**src/rtl/memory_stage.sv**
```systemverilog
// MIPS32 Memory stage: M pipeline register, word load/store over a valid/ready
// data-memory port, W register and optional forwarding (MEM_STAGE_FWD_EN).
module memory_stage #(
  parameter int ADDR_W = 32,
  parameter int DATA_W = 32
) (
  input  logic              clk,
  input  logic              rst,
  input  logic [31:0]       alu_out_e,
  input  logic [31:0]       write_data_e,
  input  logic [4:0]        write_reg_e,
  input  logic              reg_write_e,
  input  logic              mem_to_reg_e,
  input  logic              mem_write_e,
  output logic              stall_m,
  output logic              dmem_req,
  output logic              dmem_we,
  output logic [ADDR_W-1:0] dmem_addr,
  output logic [DATA_W-1:0] dmem_wdata,
  input  logic              dmem_ready,
  input  logic [DATA_W-1:0] dmem_rdata,
  output logic              reg_write_w,
  output logic [4:0]        write_reg_w,
  output logic [31:0]       result_w,
  output logic              err_align_w,
  output logic              fwd_valid_m,
  output logic [4:0]        fwd_reg_m,
  output logic [31:0]       fwd_data_m
);

  typedef enum logic {S_IDLE, S_ACCESS} state_t;

  state_t      r_state, w_state_nxt;
  logic [31:0] r_alu_out_m, r_write_data_m;
  logic [4:0]  r_write_reg_m;
  logic        r_reg_write_m, r_mem_to_reg_m, r_mem_write_m;
  logic        w_mem_op_m, w_misalign_m, w_stall, w_req, w_we;
  logic        w_e_access;

  // an E-stage op that will need the memory port once captured
  assign w_e_access   = (mem_to_reg_e | mem_write_e) & (alu_out_e[1:0] == 2'b00);
  assign w_mem_op_m   = r_mem_to_reg_m | r_mem_write_m;
  assign w_misalign_m = w_mem_op_m & (r_alu_out_m[1:0] != 2'b00);
  assign w_stall      = (r_state == S_ACCESS) & ~dmem_ready;

  always_ff @(posedge clk or negedge rst) begin
    if (!rst) begin
      r_alu_out_m    <= '0;
      r_write_data_m <= '0;
      r_write_reg_m  <= '0;
      r_reg_write_m  <= 1'b0;
      r_mem_to_reg_m <= 1'b0;
      r_mem_write_m  <= 1'b0;
    end else if (!w_stall) begin
      r_alu_out_m    <= alu_out_e;
      r_write_data_m <= write_data_e;
      r_write_reg_m  <= write_reg_e;
      r_reg_write_m  <= reg_write_e;
      r_mem_to_reg_m <= mem_to_reg_e;
      r_mem_write_m  <= mem_write_e;
    end
  end

  always_ff @(posedge clk or negedge rst) begin
    if (!rst) r_state <= S_IDLE;
    else      r_state <= w_state_nxt;
  end

  always_comb begin
    w_state_nxt = r_state;
    w_req       = 1'b0;
    w_we        = 1'b0;
    case (r_state)
      S_IDLE: begin
        if (w_e_access) w_state_nxt = S_ACCESS;
      end
      S_ACCESS: begin
        w_req = 1'b1;
        w_we  = r_mem_write_m;
        if (dmem_ready) w_state_nxt = w_e_access ? S_ACCESS : S_IDLE;
      end
      default: w_state_nxt = S_IDLE;
    endcase
  end

  // a stalled edge pushes a bubble so the waiting op reaches W exactly once
  always_ff @(posedge clk or negedge rst) begin
    if (!rst) begin
      reg_write_w <= 1'b0;
      write_reg_w <= '0;
      result_w    <= '0;
      err_align_w <= 1'b0;
    end else if (w_stall) begin
      reg_write_w <= 1'b0;
      err_align_w <= 1'b0;
    end else begin
      reg_write_w <= r_reg_write_m & ~(w_misalign_m & r_mem_to_reg_m);
      write_reg_w <= r_write_reg_m;
      result_w    <= r_mem_to_reg_m ? dmem_rdata : r_alu_out_m;
      err_align_w <= w_misalign_m;
    end
  end

  assign stall_m    = w_stall;
  assign dmem_req   = w_req;
  assign dmem_we    = w_we;
  assign dmem_addr  = r_alu_out_m;
  assign dmem_wdata = r_write_data_m;

`ifdef MEM_STAGE_FWD_EN
  assign fwd_valid_m = r_reg_write_m & ~r_mem_to_reg_m;
  assign fwd_reg_m   = r_write_reg_m;
  assign fwd_data_m  = r_alu_out_m;
`else
  assign fwd_valid_m = 1'b0;
  assign fwd_reg_m   = '0;
  assign fwd_data_m  = '0;
`endif

endmodule

```
**config.mk**
```make
export PLATFORM = sky130hd
export DESIGN_NAME = memory_stage
export DESIGN_NICKNAME = d
export VERILOG_FILES = /design/src/rtl/memory_stage.sv
export SDC_FILE = /design/constraint.sdc
export NUM_CORES = 1
export LEC_CHECK = 0
export ABC_CLOCK_PERIOD_IN_PS = 1500
export CAP_MARGIN = 20
export CELL_PAD_IN_SITES_DETAIL_PLACEMENT = 0
export CELL_PAD_IN_SITES_GLOBAL_PLACEMENT = 1
export CORE_MARGIN = 2
export CORE_UTILIZATION = 31
export DETAILED_ROUTE_END_ITERATION = 16
export PLACE_DENSITY = 0.86
export SLEW_MARGIN = 0
export SYNTH_ARGS = -nofsm -noshare
export SYNTH_HDL_FRONTEND = slang
export SYNTH_SLANG_ARGS = --single-unit
```
**constraint.sdc**
```tcl
create_clock -name clk -period 1.5 [get_ports clk]
set_input_delay 0.3 -clock clk [delete_from_list [all_inputs] [get_ports clk]]
set_output_delay 0.3 -clock clk [all_outputs]
set_load 0.05 [all_outputs]
```
==> results of run 1 <==
critical path: stages, from the launching register on:
cell and delay [ns]:
dfrtp_2 0.43, nand2b_4 0.12, buf_4 0.18, buf_12 0.22
mux2_2 0.36
state kept, by name (all words and copies together), names as in the netlist, 5 cells and up:
name           cells
write_reg_w        5
dmem_addr         32
result_w          32
dmem_wdata        32
r_write_reg_m      5
worst max-delay path by stage:
stage,from,end,slack [ns]
floorplan,r_state$_DFF_PN0_,dmem_wdata[23]$_DFFE_PN0N_,0.002
global placement,dmem_ready,result_w[11]$_DFFE_PN0N_,-0.19
detailed placement,dmem_ready,result_w[11]$_DFFE_PN0N_,-0.19
CTS,dmem_ready,stall_m,0.02
global route,r_state$_DFF_PN0_,stall_m,-0.003
finish,r_state$_DFF_PN0_,dmem_addr[15]$_DFFE_PN0N_,0.05
power groups by stage:
stage | registers (mW) | clock network, mW | logic [mW]
3_3_place_gp | 3.76 | 0 | 3.74
2_1_floorplan | 4.66 | 0 | 0.954
5_1_grt | 3.77 | 2.66 | 3.89
3_5_place_dp | 3.78 | 0 | 3.79
4_1_cts | 3.73 | 2.56 | 3.80
6_report | 3.72 | 2.46 | 3.76
metal layers:
layer  global-route usage  vias up  share of wire
met5                    0        -              0
met4               0.0610        0          0.022
met1                0.167     1638           0.37
met2                0.284      132           0.56
met3               0.0413       19          0.052
li1                     -     1461              -
cells in the mapped netlist, drive strengths merged:
library cell,count,area [um2]
and2,1,6.26
dfrtp,112,2800
o21ai,1,5.00
o31ai,1,7.51
buf,54,432
nor2,2,7.51
o22ai,1,6.26
inv,1,6.26
mux2,141,1740
and3,1,6.26
nand2b,1,6.26
conb,1,3.75
what timing repair did:
| item | in CTS | in global routing |
|---|---|---|
| hold buffers | 1 | 0 |
| buffers inserted | 2 | 0 |
| endpoints found under the setup margin | 1 | 1 |
| hold endpoints to repair | 16 | 0 |
| gates resized for setup | 3 | 1 |
through the flow:
| stage | std cells | cell area (um2) | setup WS (ns) |
|---|---|---|---|
| 2_1_floorplan | 354 | 5170 | 0.00199 |
| 3_3_place_gp | 738 | 8370 | -0.191 |
| 3_5_place_dp | 738 | 8370 | -0.194 |
| 4_1_cts | 756 | 8690 | 0.0237 |
| 5_1_grt | 756 | 8690 | -0.00340 |
| 6_report | 756 | 8690 | 0.0479 |
cell type report:
cell class,instances,area [um2],area share
multi-input combinational,187,1940,0.223
clock inverter,3,40.0,0.00461
sequential,112,2810,0.323
timing repair buffer,224,3360,0.387
inverter,1,16.3,0.00187
clock buffer,13,260,0.0299
tap,216,270,0.0311
kinds of logic after synthesis:
group / count (synthesis) / share of synthesized area
AND/OR/NAND/NOR: 5 / 0.00523
flip-flops: 112 / 0.557
multiplexers: 141 / 0.346
buffers and inverters: 55 / 0.0870
AO/OA/AOI/OAI: 3 / 0.00373
other: 1 / 0.000745
==> flow_metrics.py, run 1 <==
metrics = {
    "status": {
        "status": "completed",
    },
    "sta": {
        "fmax_mhz": 689,
        "skew_ns": 0.00726,
        "rsz0062_at_grt": "true",
        "setup_viol": 0,
        "hold_ws_ns": 0.391,
        "period_share": 0.968,
        "setup_tns_ns": 0,
        "final_hold_viol_count": 0,
        "finalMaxSlewViolations": 0,
        "period_needed_ns": 1.45,
    },
    "clock_network": {
        "cts_tree": "yes",
        "ctsRootBufferMaster": "clkbuf_16",
        "cts.sinks": 112,
        "cts_buffers": 9,
        "clk_pin_slew_worst_paths_ns": 0.07,
        "clk_path_buf_depth": 2,
        "h-tree-depth": 3,
        "clk_latency_ns": 0.35,
    },
    "logic_synthesis": {
        "synth_cell_type_count": 16,
        "netlist_area_mm2": 0.00503,
        "ys_seq_elements": 112,
        "synth_cells": 317,
        "synth_seq_area_share": 0.557,
        "synth_warnings": 0,
        "synth_area_per_cell_um2": 15.9,
    },
    "min_path": {
        "hold_path_class": "in2async",
    },
    "job": {
        "maxCapViolCount": 0,
    },
    "power_and_ir_drop": {
        "totalPowerFinal_mw": 9.94,
        "power_frac_comb": 0.378,
        "irDropWorstVdd_mv": 0.544,
        "p_int_mw": 6.65,
        "power_frac_seq": 0.374,
        "p_leak_nw": 3.88,
        "power-per-cell-area_mw_per_mm2": 1140,
        "p_sw_mw": 3.29,
        "pwr-share-clk": 0.247,
        "swShare": 0.331,
    },
    "cells_and_area": {
        "diodes": 0,
        "fin_util": 0.547,
        "layout.nets": 642,
        "layout_commonest_cell": "buf_12",
        "area_growth_pct": 72.8,
        "final_cell_mix": "113 x buf_12, 110 x dfrtp_1, 104 x clkdlybuf4s50_1, 85 x mux2_2, 41 x mux2_4",
        "fillers": 1298,
        "drive_gt1_frac": 0.485,
    },
    "grt": {
        "grtUsageTotal": 0.154,
        "overflow": 0,
        "antenna_found_initial": 0,
        "grt_pass1_vias": 3637,
        "grt_max_degree": 40,
        "grt_first_pass_wirelength_um": 20700,
    },
    "floorplanning": {
        "die_w_um": 131,
        "start_util": 0.317,
        "num_io_pins": 251,
        "die_h_um": 131,
        "die-area_mm2": 0.0173,
        "core_area_mm2": 0.0159,
        "rows": 46,
    },
    "worst_setup_path": {
        "cp-end-kind": "flop",
        "r2r_end": "dmem_addr[15]$_DFFE_PN0N_",
        "required_ns": 1.73,
        "rr_worst_depth": 4,
        "cp-start-kind": "flop",
        "cp_max_fo": 28,
        "path_class": "reg2reg",
        "r2r_slack_ns": 0.05,
        "rr_startpoint": "r_state$_DFF_PN0_",
        "crit_arrival_ns": 1.68,
    },
    "detailed_routing": {
        "drc": 0,
        "drt_iter0_markers": 77,
        "ant_nets": 0,
        "dr.pass1.iters": 3,
        "routed_wl_um": 12800,
        "dr_total_vias": 3250,
        "wl_per_cell_um": 16.9,
        "viasPerCell": 4.30,
    },
    "placement": {
        "io_buffers": 212,
        "dpl.hpwl_um": 9810,
        "gp_congestion": 0.715,
    },
}
Note: power is estimated with default switching activity, not from simulation.
==> run 2: changes to the inputs <==
--- a/config.mk
+++ b/config.mk
@@ -5,7 +5,7 @@
 export SDC_FILE = /design/constraint.sdc
 export NUM_CORES = 1
 export LEC_CHECK = 0
-export ABC_CLOCK_PERIOD_IN_PS = 1500
+export ABC_CLOCK_PERIOD_IN_PS = 1450
 export CAP_MARGIN = 20
 export CELL_PAD_IN_SITES_DETAIL_PLACEMENT = 0
 export CELL_PAD_IN_SITES_GLOBAL_PLACEMENT = 1
==> constraint.sdc (replaced) <==
create_clock -name clk -period 1.45 [get_ports clk]
set_input_delay 0.29 -clock clk [delete_from_list [all_inputs] [get_ports clk]]
set_output_delay 0.29 -clock clk [all_outputs]
set_load 0.05 [all_outputs]
==> flow_metrics.py, run 2 (synthesis results as in run 1) <==
metrics = {
    "grt": {
        "met2_usage": 0.281,
        "grt_first_pass_wirelength_um": 20700,
        "overflow": 0,
        "top_usage_layer": "met2",
        "use_met3": 0.0347,
        "grt_max_degree": 44,
        "antenna_found_initial": 0,
        "grt_pass1_vias": 3666,
        "use_met1": 0.175,
        "grtUsageTotal": 0.154,
    },
    "sta": {
        "worst_slack_ns": 0.0282,
        "period_share": 0.981,
        "finalMaxSlewViolations": 0,
        "skew_ns": 0.00881,
        "period_needed_ns": 1.42,
        "fmax_mhz": 703,
        "final_hold_viol_count": 0,
        "rsz0062_at_grt": "true",
        "setup_viol": 0,
        "setup_tns_ns": 0,
    },
    "detailed_routing": {
        "dr_total_vias": 3296,
        "wl_per_cell_um": 17.3,
        "routed_wl_um": 13200,
        "dr.pass1.iters": 3,
        "viasPerCell": 4.32,
        "ant_nets": 0,
        "drt_iter0_markers": 77,
        "drc": 0,
    },
    "worst_setup_path": {
        "crit_family": "flip-flops",
        "r2r_slack_ns": 0.03,
        "crit_path_top_delay_cell": "dfrtp_2",
        "cp_max_fo": 13,
        "cp_slowest_stage_delay_ns": 0.44,
        "cp.buffers_inverters": 2,
        "crit_arrival_ns": 1.13,
        "cp-end-kind": "output port",
        "cp-start-kind": "flop",
        "path_cells": "nand2b_4, inv_8, buf_12",
        "path_class": "reg2out",
        "required_ns": 1.16,
    },
    "job": {
        "maxCapViolCount": 0,
    },
    "cells_and_area": {
        "final_cell_mix": "113 x buf_12, 110 x dfrtp_1, 104 x clkdlybuf4s50_1, 85 x mux2_2, 41 x mux2_4",
        "area_growth_pct": 74.5,
        "layout_commonest_cell": "buf_12",
        "diodes": 0,
        "fin_util": 0.553,
        "layout.nets": 649,
        "drive_gt1_frac": 0.494,
        "final_cell_area_mm2": 0.00878,
    },
    "clock_network": {
        "clk_path_buf_depth": 2,
        "ctsRootBufferMaster": "clkbuf_16",
        "cts.sinks": 112,
        "cts_buffers": 9,
        "clk_latency_ns": 0.35,
        "clk_pin_slew_worst_paths_ns": 0.07,
        "h-tree-depth": 3,
        "cts_tree": "yes",
    },
    "power_and_ir_drop": {
        "p_int_mw": 6.99,
        "p_leak_nw": 3.91,
        "pwr-share-clk": 0.256,
        "irDropWorstVdd_mv": 0.699,
        "p_sw_mw": 3.46,
        "power_frac_comb": 0.375,
        "swShare": 0.331,
        "power_frac_seq": 0.369,
        "power-per-cell-area_mw_per_mm2": 1190,
    },
    "floorplanning": {
        "die_h_um": 131,
        "start_util": 0.317,
        "die-area_mm2": 0.0173,
        "core_area_mm2": 0.0159,
        "num_io_pins": 251,
        "die_w_um": 131,
        "rows": 46,
    },
    "placement": {
        "gp_congestion": 0.730,
        "place_area_mm2": 0.00842,
        "pre_cts_slack_ns": -0.262,
        "dpl.hpwl_um": 10000,
        "io_buffers": 212,
    },
    "status": {
        "status": "completed",
    },
    "min_path": {
        "hold_path_class": "in2async",
    },
}
run 2: final timing paths:
| path | startpoint | endpoint | cells past startpoint |
|---|---|---|---|
| worst max register to register | r_state$_DFF_PN0_ | result_w[31]$_DFFE_PN0N_ | 4 |
| worst max-delay path | r_state$_DFF_PN0_ | stall_m | 3 |
| min in group clk | r_write_reg_m[4]$_DFFE_PN0N_ | write_reg_w[4]$_DFFE_PN0N_ | 1 |
| worst min-delay path | rst | result_w[10]$_DFFE_PN0N_ | 2 |
| worst min register to register | r_write_reg_m[4]$_DFFE_PN0N_ | write_reg_w[4]$_DFFE_PN0N_ | 1 |
| max in group asynchronous | rst | dmem_addr[25]$_DFFE_PN0N_ | 3 |
run 2: power groups by stage:
stage | clock [mW] | combinational [mW] | sequential, mW
finish | 2.67 | 3.92 | 3.85
global route | 2.90 | 4.06 | 3.90
CTS | 2.79 | 3.94 | 3.85
detailed placement | 0 | 3.93 | 3.91
global placement | 0 | 3.88 | 3.89
floorplan | 0 | 0.998 | 4.82
run 2: final cells by class:
class | instances | area [um2]
fill | 1281 | 7110
timing repair buffer | 231 | 3430
sequential | 112 | 2810
multi-input combinational | 187 | 1940
tap | 216 | 270
clock buffer | 10 | 229
clock inverter | 6 | 92.6
inverter | 1 | 11.3
run 2: per-layer routing:
metal	vias up	share of wire
li1	1476	-
met1	1673	0.38
met2	135	0.55
met3	12	0.052
met4	0	0.016
met5	-	0
run 2: repair_timing:
item | CTS | global route
resized for setup | 2 | 1
hold endpoints to repair | 20 | 0
gates cloned | 0 | 1
hold buffers | 1 | 0
endpoints found under the setup margin | 2 | 16
buffers inserted | 2 | 0
run 2: stage by stage:
stage	power, mW	cells	hold slack, ns
5_1_grt	10.9	763	0.400
2_1_floorplan	5.82	354	-0.00559
6_report	10.4	763	0.384
4_1_cts	10.6	762	0.377
3_3_place_gp	7.77	744	0.215
3_5_place_dp	7.85	744	0.221
==> run 3: changes to the inputs <==
--- a/config.mk
+++ b/config.mk
@@ -5,14 +5,15 @@
 export SDC_FILE = /design/constraint.sdc
 export NUM_CORES = 1
 export LEC_CHECK = 0
+export ABC_AREA = 1
 export ABC_CLOCK_PERIOD_IN_PS = 1450
 export CAP_MARGIN = 20
 export CELL_PAD_IN_SITES_DETAIL_PLACEMENT = 0
 export CELL_PAD_IN_SITES_GLOBAL_PLACEMENT = 1
 export CORE_MARGIN = 2
-export CORE_UTILIZATION = 31
+export CORE_UTILIZATION = 28
 export DETAILED_ROUTE_END_ITERATION = 16
-export PLACE_DENSITY = 0.86
+export PLACE_DENSITY = 0.87
 export SLEW_MARGIN = 0
 export SYNTH_ARGS = -nofsm -noshare
 export SYNTH_HDL_FRONTEND = slang
==> flow_metrics.py, run 3 <==
metrics = {
    "power_and_ir_drop": {
        "pwr-share-clk": 0.232,
        "p_int_mw": 6.49,
        "power_frac_comb": 0.393,
        "p_sw_mw": 3.80,
        "power-per-cell-area_mw_per_mm2": 1180,
        "power_frac_seq": 0.375,
        "irDropWorstVdd_mv": 0.549,
        "swShare": 0.369,
        "p_leak_nw": 4.46,
    },
    "clock_network": {
        "clk_pin_slew_worst_paths_ns": 0.07,
        "clk_latency_ns": 0.35,
        "cts_buffers": 9,
        "ctsRootBufferMaster": "clkbuf_16",
        "clk_path_buf_depth": 2,
        "h-tree-depth": 3,
        "cts.sinks": 112,
        "cts_tree": "yes",
    },
    "job": {
        "maxCapViolCount": 0,
    },
    "logic_synthesis": {
        "synth_cell_type_count": 14,
        "synthArstFlopShare": 1.00,
        "synth_common_cells": "296 x nand2_1, 112 x dfrtp_1, 66 x inv_1, 42 x buf_4, 35 x o21ai_0",
        "netlist_area_mm2": 0.00505,
        "synth_edf_count": 0,
        "yosysMostFrequentCell": "nand2_1",
        "synth-main-ff-cell": "dfrtp_1",
        "synth_top_cell_area_share": 0.555,
        "synth_cells": 620,
        "ys_seq_elements": 112,
        "synth_area_per_cell_um2": 8.15,
        "synth_warnings": 0,
        "synth_top_area_cell": "dfrtp_1",
        "synth.area.top_cells": "dfrtp_1 55%, nand2_1 22%, buf_4 6.2%, inv_1 4.9%, o21ai_0 3.5%",
        "synth_seq_area_share": 0.555,
    },
    "cells_and_area": {
        "multi_input_area_mm2": 0.00165,
        "final_cell_mix": "296 x nand2_1, 116 x buf_12, 111 x dfrtp_1, 105 x clkdlybuf4s50_1, 66 x inv_1",
        "register_area_mm2": 0.00280,
        "area_growth_pct": 72.9,
        "layout_commonest_cell": "nand2_1",
        "drive_gt1_frac": 0.181,
        "layout.nets": 938,
        "finalNonFillerCells": 1065,
        "fillers": 1632,
        "diodes": 0,
        "final_cell_area_mm2": 0.00873,
        "fin_util": 0.490,
    },
    "floorplanning": {
        "die_h_um": 138,
        "die_w_um": 138,
        "core_area_mm2": 0.0178,
        "rows": 49,
        "die-area_mm2": 0.0191,
        "start_util": 0.283,
        "num_io_pins": 251,
    },
    "detailed_routing": {
        "drc": 0,
        "dr.pass1.iters": 6,
        "routed_wl_um": 14400,
        "drt_iter0_markers": 195,
        "ant_nets": 0,
        "dr_total_vias": 4434,
        "wl_per_cell_um": 13.6,
        "viasPerCell": 4.16,
    },
    "placement": {
        "place_area_mm2": 0.00843,
        "gp_congestion": 0.748,
        "io_buffers": 212,
        "dp_cells": 1046,
        "dpl.hpwl_um": 10800,
    },
    "worst_setup_path": {
        "cp-end-kind": "output port",
        "cp-startpoint": "dmem_ready",
        "r2r_slack_ns": 0.22,
        "cp_slowest_stage_delay_ns": 0.40,
        "crit_family": "buffers and inverters",
        "crit_path_top_delay_cell": "clkdlybuf4s50_1",
        "cp-start-kind": "input pin",
        "cp.buffers_inverters": 4,
        "required_ns": 1.16,
        "rr_worst_depth": 6,
        "rr_startpoint": "r_state$_DFF_PN0_",
        "path_class": "in2out",
        "r2r_end": "dmem_addr[25]$_DFFE_PN0N_",
        "path_cells": "clkdlybuf4s50_1, inv_1, nand2_4, inv_4, buf_12",
        "crit_arrival_ns": 1.10,
        "cp_max_fo": 5,
    },
    "sta": {
        "finalMaxSlewViolations": 0,
        "setup_tns_ns": 0,
        "period_needed_ns": 1.39,
        "setup_viol": 0,
        "period_share": 0.962,
        "fmax_mhz": 717,
        "hold_ws_ns": 0.373,
        "rsz0062_at_grt": "false",
        "final_hold_viol_count": 0,
        "skew_ns": 0.0117,
    },
    "min_path": {
        "hold_path_class": "in2async",
    },
    "grt": {
        "grtUsageTotal": 0.153,
        "grt_first_pass_wirelength_um": 23400,
        "overflow": 0,
        "grt_pass1_vias": 4346,
        "antenna_found_initial": 0,
        "grt_max_degree": 63,
    },
    "status": {
        "status": "completed",
    },
}
==> run 3: changes by cell type after synthesis, moves of 27 or more <==
cell | previous run | this run
nand2_1 | 0 | 296
inv_1 | 0 | 66
mux2_2 | 85 | 0
o21ai_0 | 1 | 35
nand3_1 | 0 | 27
mux2_4 | 41 | 0
==> run 3: cell families after synthesis <==
group / synth area share
other: 0.000742
AOI/OAI and AO/OA: 0.0347
buffers and inverters: 0.147
DFF: 0.555
and+or+nand+nor: 0.262
==> run 3: layout make-up <==
type                    count  area share
clock inverters             7     0.00630
inverters                  68      0.0295
flip-flops and latches    112       0.321
well taps                 229      0.0328
clock buffers               9      0.0258
repair buffers            232       0.396
multi-input cells         408       0.189
==> run 3: worst max-delay path by stage <==
stage                     slack (ns)  depth (start not counted)                         end
after floorplan                 0.15                          3                     stall_m
after global placement         -0.01                          5                     stall_m
after detailed placement       -0.04                          7  dmem_wdata[21]$_DFFE_PN0N_
after global routing            0.02                          5                     stall_m
final                           0.06                          5                     stall_m
after CTS                       0.02                          3                     stall_m
==> run 3: worst reg2reg max path, stage by stage (launching register included) <==
cell and delay [ns]:
dfrtp_2 0.42, nand2_4 0.07, buf_4 0.16, buf_12 0.15, buf_4 0.17, nand2_1 0.06, o21ai_0 0.07
==> run 3: metrics by stage <==
step | power (mW) | setup slack, ns
floorplan | 5.81 | 0.145
detailed placement | 7.99 | -0.0446
global route | 10.8 | 0.0203
global placement | 7.95 | -0.00989
CTS | 10.4 | 0.0235
finish | 10.3 | 0.0558
==> run 3: routing by layer <==
| layer | track usage | wire, um |
|---|---|---|
| met1 | 0.190 | 6250 |
| met2 | 0.255 | 6920 |
| met3 | 0.0488 | 1110 |
| met4 | 0.0456 | 174 |
| met5 | 0 | 0 |
==> run 3: timing repair <==
item	CTS	global route
cloned	0	0
setup buffers	1	1
pin swaps	1	0
endpoints found under the hold margin	17	0
endpoints found under the setup margin	1	1
hold buffers	1	0
resized for setup	1	0
==> run 3: power by group through the flow <==
stage | combinational, mW | clock [mW] | sequential [mW]
6_report | 4.04 | 2.39 | 3.86
5_1_grt | 4.24 | 2.61 | 3.91
4_1_cts | 4.08 | 2.48 | 3.87
3_5_place_dp | 4.07 | 0 | 3.93
3_3_place_gp | 4.04 | 0 | 3.92
2_1_floorplan | 0.896 | 0 | 4.92
